--- config.mk ---
export PLATFORM = sky130hd
export DESIGN_NAME = nanosoc_systable_walker
export DESIGN_NICKNAME = d
export VERILOG_FILES = /design/src/rtl/nanosoc_systable_pkg.sv /design/src/rtl/nanosoc_systable_result_buf.sv /design/src/rtl/nanosoc_systable_walker.sv
export SDC_FILE = /design/constraint.sdc
export NUM_CORES = 1
export LEC_CHECK = 0
export BUFFER_PORTS_ARGS = -buffer_cell sky130_fd_sc_hd__buf_4
export CAP_MARGIN = 15
export CORE_MARGIN = 4
export CORE_UTILIZATION = 55
export CTS_CLUSTER_DIAMETER = 40
export CTS_CLUSTER_SIZE = 30
export DETAILED_ROUTE_END_ITERATION = 7
export GPL_TIMING_DRIVEN = 0
export PLACE_DENSITY = 0.91
export RECOVER_POWER = 25
export SLEW_MARGIN = 40
export SYNTH_ARGS = -nofsm -noshare
export SYNTH_HDL_FRONTEND = slang
export SYNTH_HIERARCHICAL = 1
export SYNTH_SLANG_ARGS = --single-unit
--- constraint.sdc ---
create_clock -name HCLK -period 6.6 [get_ports HCLK]
set_clock_uncertainty 0.1 [all_clocks]
set_input_delay 0.66 -clock HCLK [delete_from_list [all_inputs] [get_ports HCLK]]
set_output_delay 0.66 -clock HCLK [all_outputs]
set_load 0.1 [all_outputs]
--- src/rtl/nanosoc_systable_pkg.sv ---
// Shared encodings for the system ROM-table walker: FSM states, entry fields,
// AHB-Lite attribute constants and the component ID register layout.
package nanosoc_systable_pkg;

  localparam logic [2:0] ST_IDLE  = 3'd0;
  localparam logic [2:0] ST_CID_A = 3'd1;
  localparam logic [2:0] ST_CID_D = 3'd2;
  localparam logic [2:0] ST_ENT_A = 3'd3;
  localparam logic [2:0] ST_ENT_D = 3'd4;
  localparam logic [2:0] ST_FIN   = 3'd5;

  localparam int ENT_PRESENT    = 0;
  localparam int ENT_FORMAT     = 1;
  localparam int ENT_OFFSET_MSB = 31;
  localparam int ENT_OFFSET_LSB = 12;

  localparam logic [1:0] HTRANS_IDLE   = 2'b00;
  localparam logic [1:0] HTRANS_NONSEQ = 2'b10;
  localparam logic [2:0] HSIZE_WORD    = 3'b010;
  localparam logic [2:0] HBURST_SINGLE = 3'b000;
  localparam logic [3:0] HPROT_DATA    = 4'b0011;

  // Component ID registers sit at the top of the 4 KB table page; only the low byte is checked.
  localparam logic [3:0][11:0] CIDR_OFFSET = {12'hFFC, 12'hFF8, 12'hFF4, 12'hFF0};
  localparam logic [3:0][7:0]  CIDR_EXPECT = {8'hB1, 8'h05, 8'h10, 8'h0D};

  function automatic logic [31:0] entry_offset(input logic [31:0] entry);
    return {entry[ENT_OFFSET_MSB:ENT_OFFSET_LSB], 12'h000};
  endfunction

endpackage

--- src/rtl/nanosoc_systable_result_buf.sv ---
// Result slot register file for the ROM-table walker: one write port driven by
// the walker, one combinational read port selected by slot index.
module nanosoc_systable_result_buf #(
  parameter int ADDR_W = 32,
  parameter int DEPTH  = 4
) (
  input  logic              HCLK,
  input  logic              HRESETn,
  input  logic              wr_en,
  input  logic [3:0]        wr_idx,
  input  logic [ADDR_W-1:0] wr_data,
  input  logic [3:0]        rd_idx,
  output logic [ADDR_W-1:0] rd_data
);

  logic [ADDR_W-1:0] slots [DEPTH];

  always_ff @(posedge HCLK) begin
    if (!HRESETn) begin
      for (int k = 0; k < DEPTH; k++) begin
        slots[k] <= '0;
      end
    end else if (wr_en) begin
      for (int k = 0; k < DEPTH; k++) begin
        if (wr_idx == 4'(k)) begin
          slots[k] <= wr_data;
        end
      end
    end
  end

  // Indices beyond DEPTH read as zero rather than aliasing onto a real slot.
  always_comb begin
    rd_data = '0;
    for (int k = 0; k < DEPTH; k++) begin
      if (rd_idx == 4'(k)) begin
        rd_data = slots[k];
      end
    end
  end

endmodule

--- src/rtl/nanosoc_systable_walker.sv ---
// Walks the system ROM table over AHB-Lite with single word reads and records
// the base address of every present component. Define SYSTABLE_WALKER_CID_CHECK_EN
// to verify the table's component ID registers before reading entries.
module nanosoc_systable_walker
  import nanosoc_systable_pkg::*;
#(
  parameter int                    SYS_ADDR_W    = 32,
  parameter int                    SYS_DATA_W    = 32,
  parameter logic [SYS_ADDR_W-1:0] SYSTABLE_BASE = 32'hF000_0000,
  parameter int                    MAX_ENTRIES   = 4
) (
  input  logic                  HCLK,
  input  logic                  HRESETn,
  input  logic                  start,
  output logic                  busy,
  output logic                  done,
  output logic                  err,
  output logic                  trunc,
  output logic [4:0]            count,
  input  logic [3:0]            rd_idx,
  output logic [SYS_ADDR_W-1:0] rd_base,
  output logic                  rd_valid,
  output logic [SYS_ADDR_W-1:0] HADDR,
  output logic [1:0]            HTRANS,
  output logic [2:0]            HSIZE,
  output logic [2:0]            HBURST,
  output logic [3:0]            HPROT,
  output logic                  HMASTLOCK,
  output logic                  HWRITE,
  output logic [SYS_DATA_W-1:0] HWDATA,
  input  logic                  HREADY,
  input  logic [SYS_DATA_W-1:0] HRDATA,
  input  logic                  HRESP
);

  localparam logic [3:0] LAST_IDX = 4'(MAX_ENTRIES - 1);

  logic [2:0]            state;
  logic [3:0]            ent_idx;
  logic [4:0]            count_q;
  logic                  err_q;
  logic                  trunc_q;
  logic [31:0]           entry;
  logic                  entry_end;
  logic                  entry_bad;
  logic                  slot_wr;
  logic [SYS_ADDR_W-1:0] ent_addr;
  logic [SYS_ADDR_W-1:0] slot_addr;
  logic [SYS_ADDR_W-1:0] slot_rd;
`ifdef SYSTABLE_WALKER_CID_CHECK_EN
  logic [1:0]            cid_idx;
  logic                  cid_ok;
`endif

  assign entry     = HRDATA[31:0];
  assign entry_end = (HRDATA == '0);
  assign entry_bad = !entry[ENT_FORMAT];
  assign ent_addr  = SYSTABLE_BASE + SYS_ADDR_W'({ent_idx, 2'b00});
  assign slot_addr = SYSTABLE_BASE + SYS_ADDR_W'(entry_offset(entry));

  // A slot is written on the same data-phase edge that accepts a valid present entry.
  assign slot_wr = (state == ST_ENT_D) && HREADY && !HRESP &&
                   !entry_end && !entry_bad && entry[ENT_PRESENT];

`ifdef SYSTABLE_WALKER_CID_CHECK_EN
  assign cid_ok = (HRDATA[7:0] == CIDR_EXPECT[cid_idx]);
`endif

  always_ff @(posedge HCLK) begin
    if (!HRESETn) begin
      state   <= ST_IDLE;
      ent_idx <= '0;
      count_q <= '0;
      err_q   <= 1'b0;
      trunc_q <= 1'b0;
`ifdef SYSTABLE_WALKER_CID_CHECK_EN
      cid_idx <= '0;
`endif
    end else begin
      case (state)
        ST_IDLE: begin
          if (start) begin
            count_q <= '0;
            err_q   <= 1'b0;
            trunc_q <= 1'b0;
            ent_idx <= '0;
`ifdef SYSTABLE_WALKER_CID_CHECK_EN
            cid_idx <= '0;
            state   <= ST_CID_A;
`else
            state   <= ST_ENT_A;
`endif
          end
        end
`ifdef SYSTABLE_WALKER_CID_CHECK_EN
        ST_CID_A: begin
          if (HREADY) begin
            state <= ST_CID_D;
          end
        end
        ST_CID_D: begin
          if (HREADY) begin
            if (HRESP || !cid_ok) begin
              err_q <= 1'b1;
              state <= ST_FIN;
            end else if (cid_idx == 2'd3) begin
              state <= ST_ENT_A;
            end else begin
              cid_idx <= cid_idx + 2'd1;
              state   <= ST_CID_A;
            end
          end
        end
`endif
        ST_ENT_A: begin
          if (HREADY) begin
            state <= ST_ENT_D;
          end
        end
        // Error response and bad format both stop the walk; a zero word is a clean end.
        ST_ENT_D: begin
          if (HREADY) begin
            if (HRESP) begin
              err_q <= 1'b1;
              state <= ST_FIN;
            end else if (entry_end) begin
              state <= ST_FIN;
            end else if (entry_bad) begin
              err_q <= 1'b1;
              state <= ST_FIN;
            end else begin
              if (slot_wr) begin
                count_q <= count_q + 5'd1;
              end
              if (ent_idx == LAST_IDX) begin
                trunc_q <= 1'b1;
                state   <= ST_FIN;
              end else begin
                ent_idx <= ent_idx + 4'd1;
                state   <= ST_ENT_A;
              end
            end
          end
        end
        ST_FIN: begin
          state <= ST_IDLE;
        end
        default: begin
          state <= ST_IDLE;
        end
      endcase
    end
  end

  // Address phase is driven straight from state so it cannot move during an HREADY stall.
  always_comb begin
    HTRANS = HTRANS_IDLE;
    HADDR  = '0;
    case (state)
      ST_ENT_A: begin
        HTRANS = HTRANS_NONSEQ;
        HADDR  = ent_addr;
      end
`ifdef SYSTABLE_WALKER_CID_CHECK_EN
      ST_CID_A: begin
        HTRANS = HTRANS_NONSEQ;
        HADDR  = SYSTABLE_BASE + SYS_ADDR_W'(CIDR_OFFSET[cid_idx]);
      end
`endif
      default: begin
        HTRANS = HTRANS_IDLE;
      end
    endcase
  end

  assign HSIZE     = HSIZE_WORD;
  assign HBURST    = HBURST_SINGLE;
  assign HPROT     = HPROT_DATA;
  assign HMASTLOCK = 1'b0;
  assign HWRITE    = 1'b0;
  assign HWDATA    = '0;

  assign busy  = (state != ST_IDLE);
  assign done  = (state == ST_FIN);
  assign err   = err_q;
  assign trunc = trunc_q;
  assign count = count_q;

  nanosoc_systable_result_buf #(
    .ADDR_W (SYS_ADDR_W),
    .DEPTH  (MAX_ENTRIES)
  ) u_result_buf (
    .HCLK    (HCLK),
    .HRESETn (HRESETn),
    .wr_en   (slot_wr),
    .wr_idx  (count_q[3:0]),
    .wr_data (slot_addr),
    .rd_idx  (rd_idx),
    .rd_data (slot_rd)
  );

  assign rd_valid = ({1'b0, rd_idx} < count_q);
  assign rd_base  = rd_valid ? slot_rd : '0;

endmodule

==> results summary <==
The reported leakage power came out at 3.89 nW. The antenna diode instance count is 0. The achievable clock frequency came out at 0.248 GHz. Leaving out fill and tap cells, the most frequent cell in the layout is sky130_fd_sc_hd__buf_4. The mapped netlist covers 7980 um^2. CTS placed an instance of sky130_fd_sc_hd__clkbuf_16 at the clock tree root. The synthesis warning total came out at 6. The port buffer count came out at 91. The starting density of the core is 56.8%. The final setup slack of the worst path is 2.56 ns. The H-tree depth reported by CTS is 4. The critical path start-end classification is flip-flop to flip-flop.

The fraction of final layout cells sized beyond drive strength 1 is 25.4%. The slowest stage of the critical path belongs to the cell sky130_fd_sc_hd__o21ai_0. The signal on the critical path passes through clkbuf_1 > nor3b_1 > and2_0 > clkbuf_1 > nand4bb_1 > clkbuf_1 > o21ai_0 > buf_8 > buf_16. The most used flip-flop cell after synthesis is sky130_fd_sc_hd__edfxtp_1.

In this run the post-CTS setup repair buffer count came out at 0. The count of pins over their slew limit is 0. The mean instance size in the synthesized netlist came out at 11.1 um^2.

Once placement finished, the instance area stood at 9410 um^2. The detailed-route wire length is 21700 um. TritonCTS built the clock tree. The number of failing hold endpoints at the final stage was 0. At the end of the flow, the number of nets in the layout was 973. The horizontal extent of the die came out at 128 um.

The HPWL reported at the end of detailed placement came out at 14600 um. The first global-routing pass estimated 33400 um of wire. The summed area of non-filler cells in the final layout is 9760 um^2.

The pin count of the biggest net entering global routing is 17. By instance count, the cell type seen most on the critical path is sky130_fd_sc_hd__clkbuf_1. The worst register-to-register path has a depth of 9. Setup repair after global routing left no endpoint under its margin. The standard cell core area came out at 14000 um^2. The clock reaches the later pin of the worst-skew pair after 0.43 ns. The parity-gate share of the synthesized area counting xor and xnor cells is 0.329%.

After clock tree synthesis, the flow added hold-fix buffers numbering 0. The number of buffers inserted during clock tree synthesis came out at 17. The required time of the critical path is 6.63 ns. Along the worst path, the maximum fanout reaches 16.

The per-cell routed wire length came out at 19.4 um. The first-pass iteration count of the detailed router came out at 6. The internal reg-to-reg setup slack came out at 2.56 ns. The normalized max-slew margin is 17.8%.

The maximum clock path buffer count came out at 2. In the global route stage, overall resource usage came out at 26.1%. The synthesized instance count came out at 717. The count of fill cells added during filler insertion is 992. The sequential standard cell area came out at 4120 um^2. The area occupied by multi-input gates is 3110 um^2. After synthesis, the netlist uses 55 different library cells. Clock-pin slew was measured on the worst setup and hold paths at 0.06 ns.

The flow ran to the end, and the final reports show no timing, DRC or antenna violations. The worst setup path is captured at a flip-flop. The row count came out at 43. The routability congestion estimate from global placement came out at 0.899. The total number of clock tree sinks is 142. The peak ir drop on the vdd network came out at 0.143 mV.

The worst setup path is launched from a flip-flop. The final critical path takes up 61.2% of the cycle. The compound-cell area share of the yosys netlist is 8.75%. The library cells used most frequently in the layout, excluding fill and tap cells, are sky130_fd_sc_hd__buf_4, sky130_fd_sc_hd__edfxtp_1, sky130_fd_sc_hd__nor3_1.

Compared with the post-synthesis result, the final layout area differs by 22.3%. The launching point of the worst reg2reg path is state[1]$_SDFFE_PN0P_. The share of synthesized cell area in and, or, nand and nor gates is 17.2%. The depth of the worst hold-timing path is 1. The beginning of the worst hold path is trunc$_SDFFE_PN0P_.

The highest cell delay on the worst timing path came out at 1.00 ns. The max capacitance violation total is 0. The number of primary I/O pins is 161.

The number of enable flip-flop cells after synthesis is 128. In this run the vertical extent of the chip is 128 um. Counting flops and latches in the post-synthesis netlist gives 142. The adder and majority gate portion of the synthesized area is 1.10%. The setup TNS after final layout came out at 0 ns. The total via count after detailed routing is 6475.

The post-synthesis mux area share came out at 8.15%. The detail-routed via count per cell is 5.79. After synthesis, the largest family of logic cells by area is simple AND/OR/NAND/NOR gates.

The final setup violation count came out at 0. In the routed design, unresolved DRC markers number 0. The detailed router finished its first iteration with 657 violations. For the pin with the worst max-slew slack, the measured transition is 1.22 ns. The remaining number of nets flagged by the antenna check after routing came out at 0. After clock tree synthesis, the repair step resized 0 gates.

After synthesis, the share of flip-flops with an asynchronous set or reset is 0%. The worst flop-to-flop path endpoint is u_result_buf/slots[1][16]$_SDFFCE_PN0P_. The worst hold path terminates at trunc$_SDFFE_PN0P_. The total congestion overflow after global routing is 0. The type of the most critical hold path is flip-flop to flip-flop. The proportion of synthesized chip area in sequential cells is 51.7%.

The post-placement worst setup slack came out at 3.17 ns. The arrival time of data at the critical path endpoint is 4.07 ns. The power per cell area came out at 240 nW/um^2. The area enclosed by the die boundary is 16500 um^2. The final period demand of the worst path came out at 4.04 ns.

The number of global-route vias before repair is 6451. The number of antenna violations at the first check in global routing was 0.
## routing by layer
layer | global-route usage [%] | wire length (um) | share of wire [%]
met1 | 31.7 | 7620 | 35
met2 | 42.5 | 10500 | 48
met3 | 7.39 | 2700 | 12
met4 | 13.6 | 926 | 4.3
met5 | 0 | 0 | 0
## cells in the mapped netlist, drive strengths merged, types with 4 or more instances
cell    count  area [um^2]
edfxtp    128         3840
buf       100          747
nand2      39          146
nor4        8         50.1
nand3       5         37.5
o21ai      13         65.1
a21boi     35          263
a21oi       7         38.8
inv        41          154
nor2        5         26.3
dfxtp      14          280
nand2b      5         31.3
o22ai      32          200
or3         4         25.0
ha          7         87.6
and2        5         31.3
nor2b       4         25.0
a21o        4         30.0
mux2i      65          651
nor3      132          811
clkbuf     31          116
## registers in the layout, indices dropped and copies added (netlist names)
signal              flops
trunc                   1
err                     1
ent_idx                 4
u_result_buf/slots    128
state                   3
count                   5
## cell type report
type,count,area share [%]
clock buffer,17,4.36
clock inverter,15,1.26
tap,180,2.31
buffer,131,8.23
multi-input combinational,493,31.9
inverter,41,1.58
timing repair buffer,99,8.10
sequential,142,42.3
## stage by stage
stage               cells  utilization [%]  power (mW)  hold WS, ns
floorplan             807                -        1.39        0.375
global placement     1078             65.7        1.45        0.363
detailed placement   1086             67.0        1.47        0.359
CTS                  1118             70.9        2.34        0.384
global route         1118             69.5        2.40        0.396
finish               1118             69.5        2.34        0.380
## report_power, final
part / internal [mW] / leakage, nW / switching [mW]
sequential: 1.01 / 1.43 / 0.0105
combinational: 0.101 / 2.19 / 0.336
clock: 0.514 / 0.260 / 0.373
total: 1.62 / 3.89 / 0.720
## kinds of logic after synthesis
kind of cell / count (synthesis)
AND/OR/NAND/NOR: 226
buffers and inverters: 172
flip-flops: 142
AO/OA/AOI/OAI: 100
multiplexers: 65
adder cells (fa/ha/maj): 7
XOR/XNOR: 3
other: 2
## critical path: cells and delay by family, from the launching register on
kind	cells	cell delay, ns
AND/OR/NAND/NOR	3	1.19
AO/OA/AOI/OAI	1	1.00
flip-flops	1	0.30
buffers and inverters	5	1.15
## how the worst max path moves through the flow
stage                                                         end                  start  slack [ns]
final                     u_result_buf/slots[1][16]$_SDFFCE_PN0P_  state[1]$_SDFFE_PN0P_        2.56
after global routing      u_result_buf/slots[1][15]$_SDFFCE_PN0P_  state[1]$_SDFFE_PN0P_        2.36
after CTS                                             rd_base[29]  count[1]$_SDFFE_PN0P_        3.03
after detailed placement                              rd_base[29]              rd_idx[3]        3.17
after global placement    u_result_buf/slots[0][14]$_SDFFCE_PN0P_                  HRESP        0.24
after floorplan                                       rd_base[25]  count[1]$_SDFFE_PN0P_        1.52
Power figures use the tool's default switching activity.
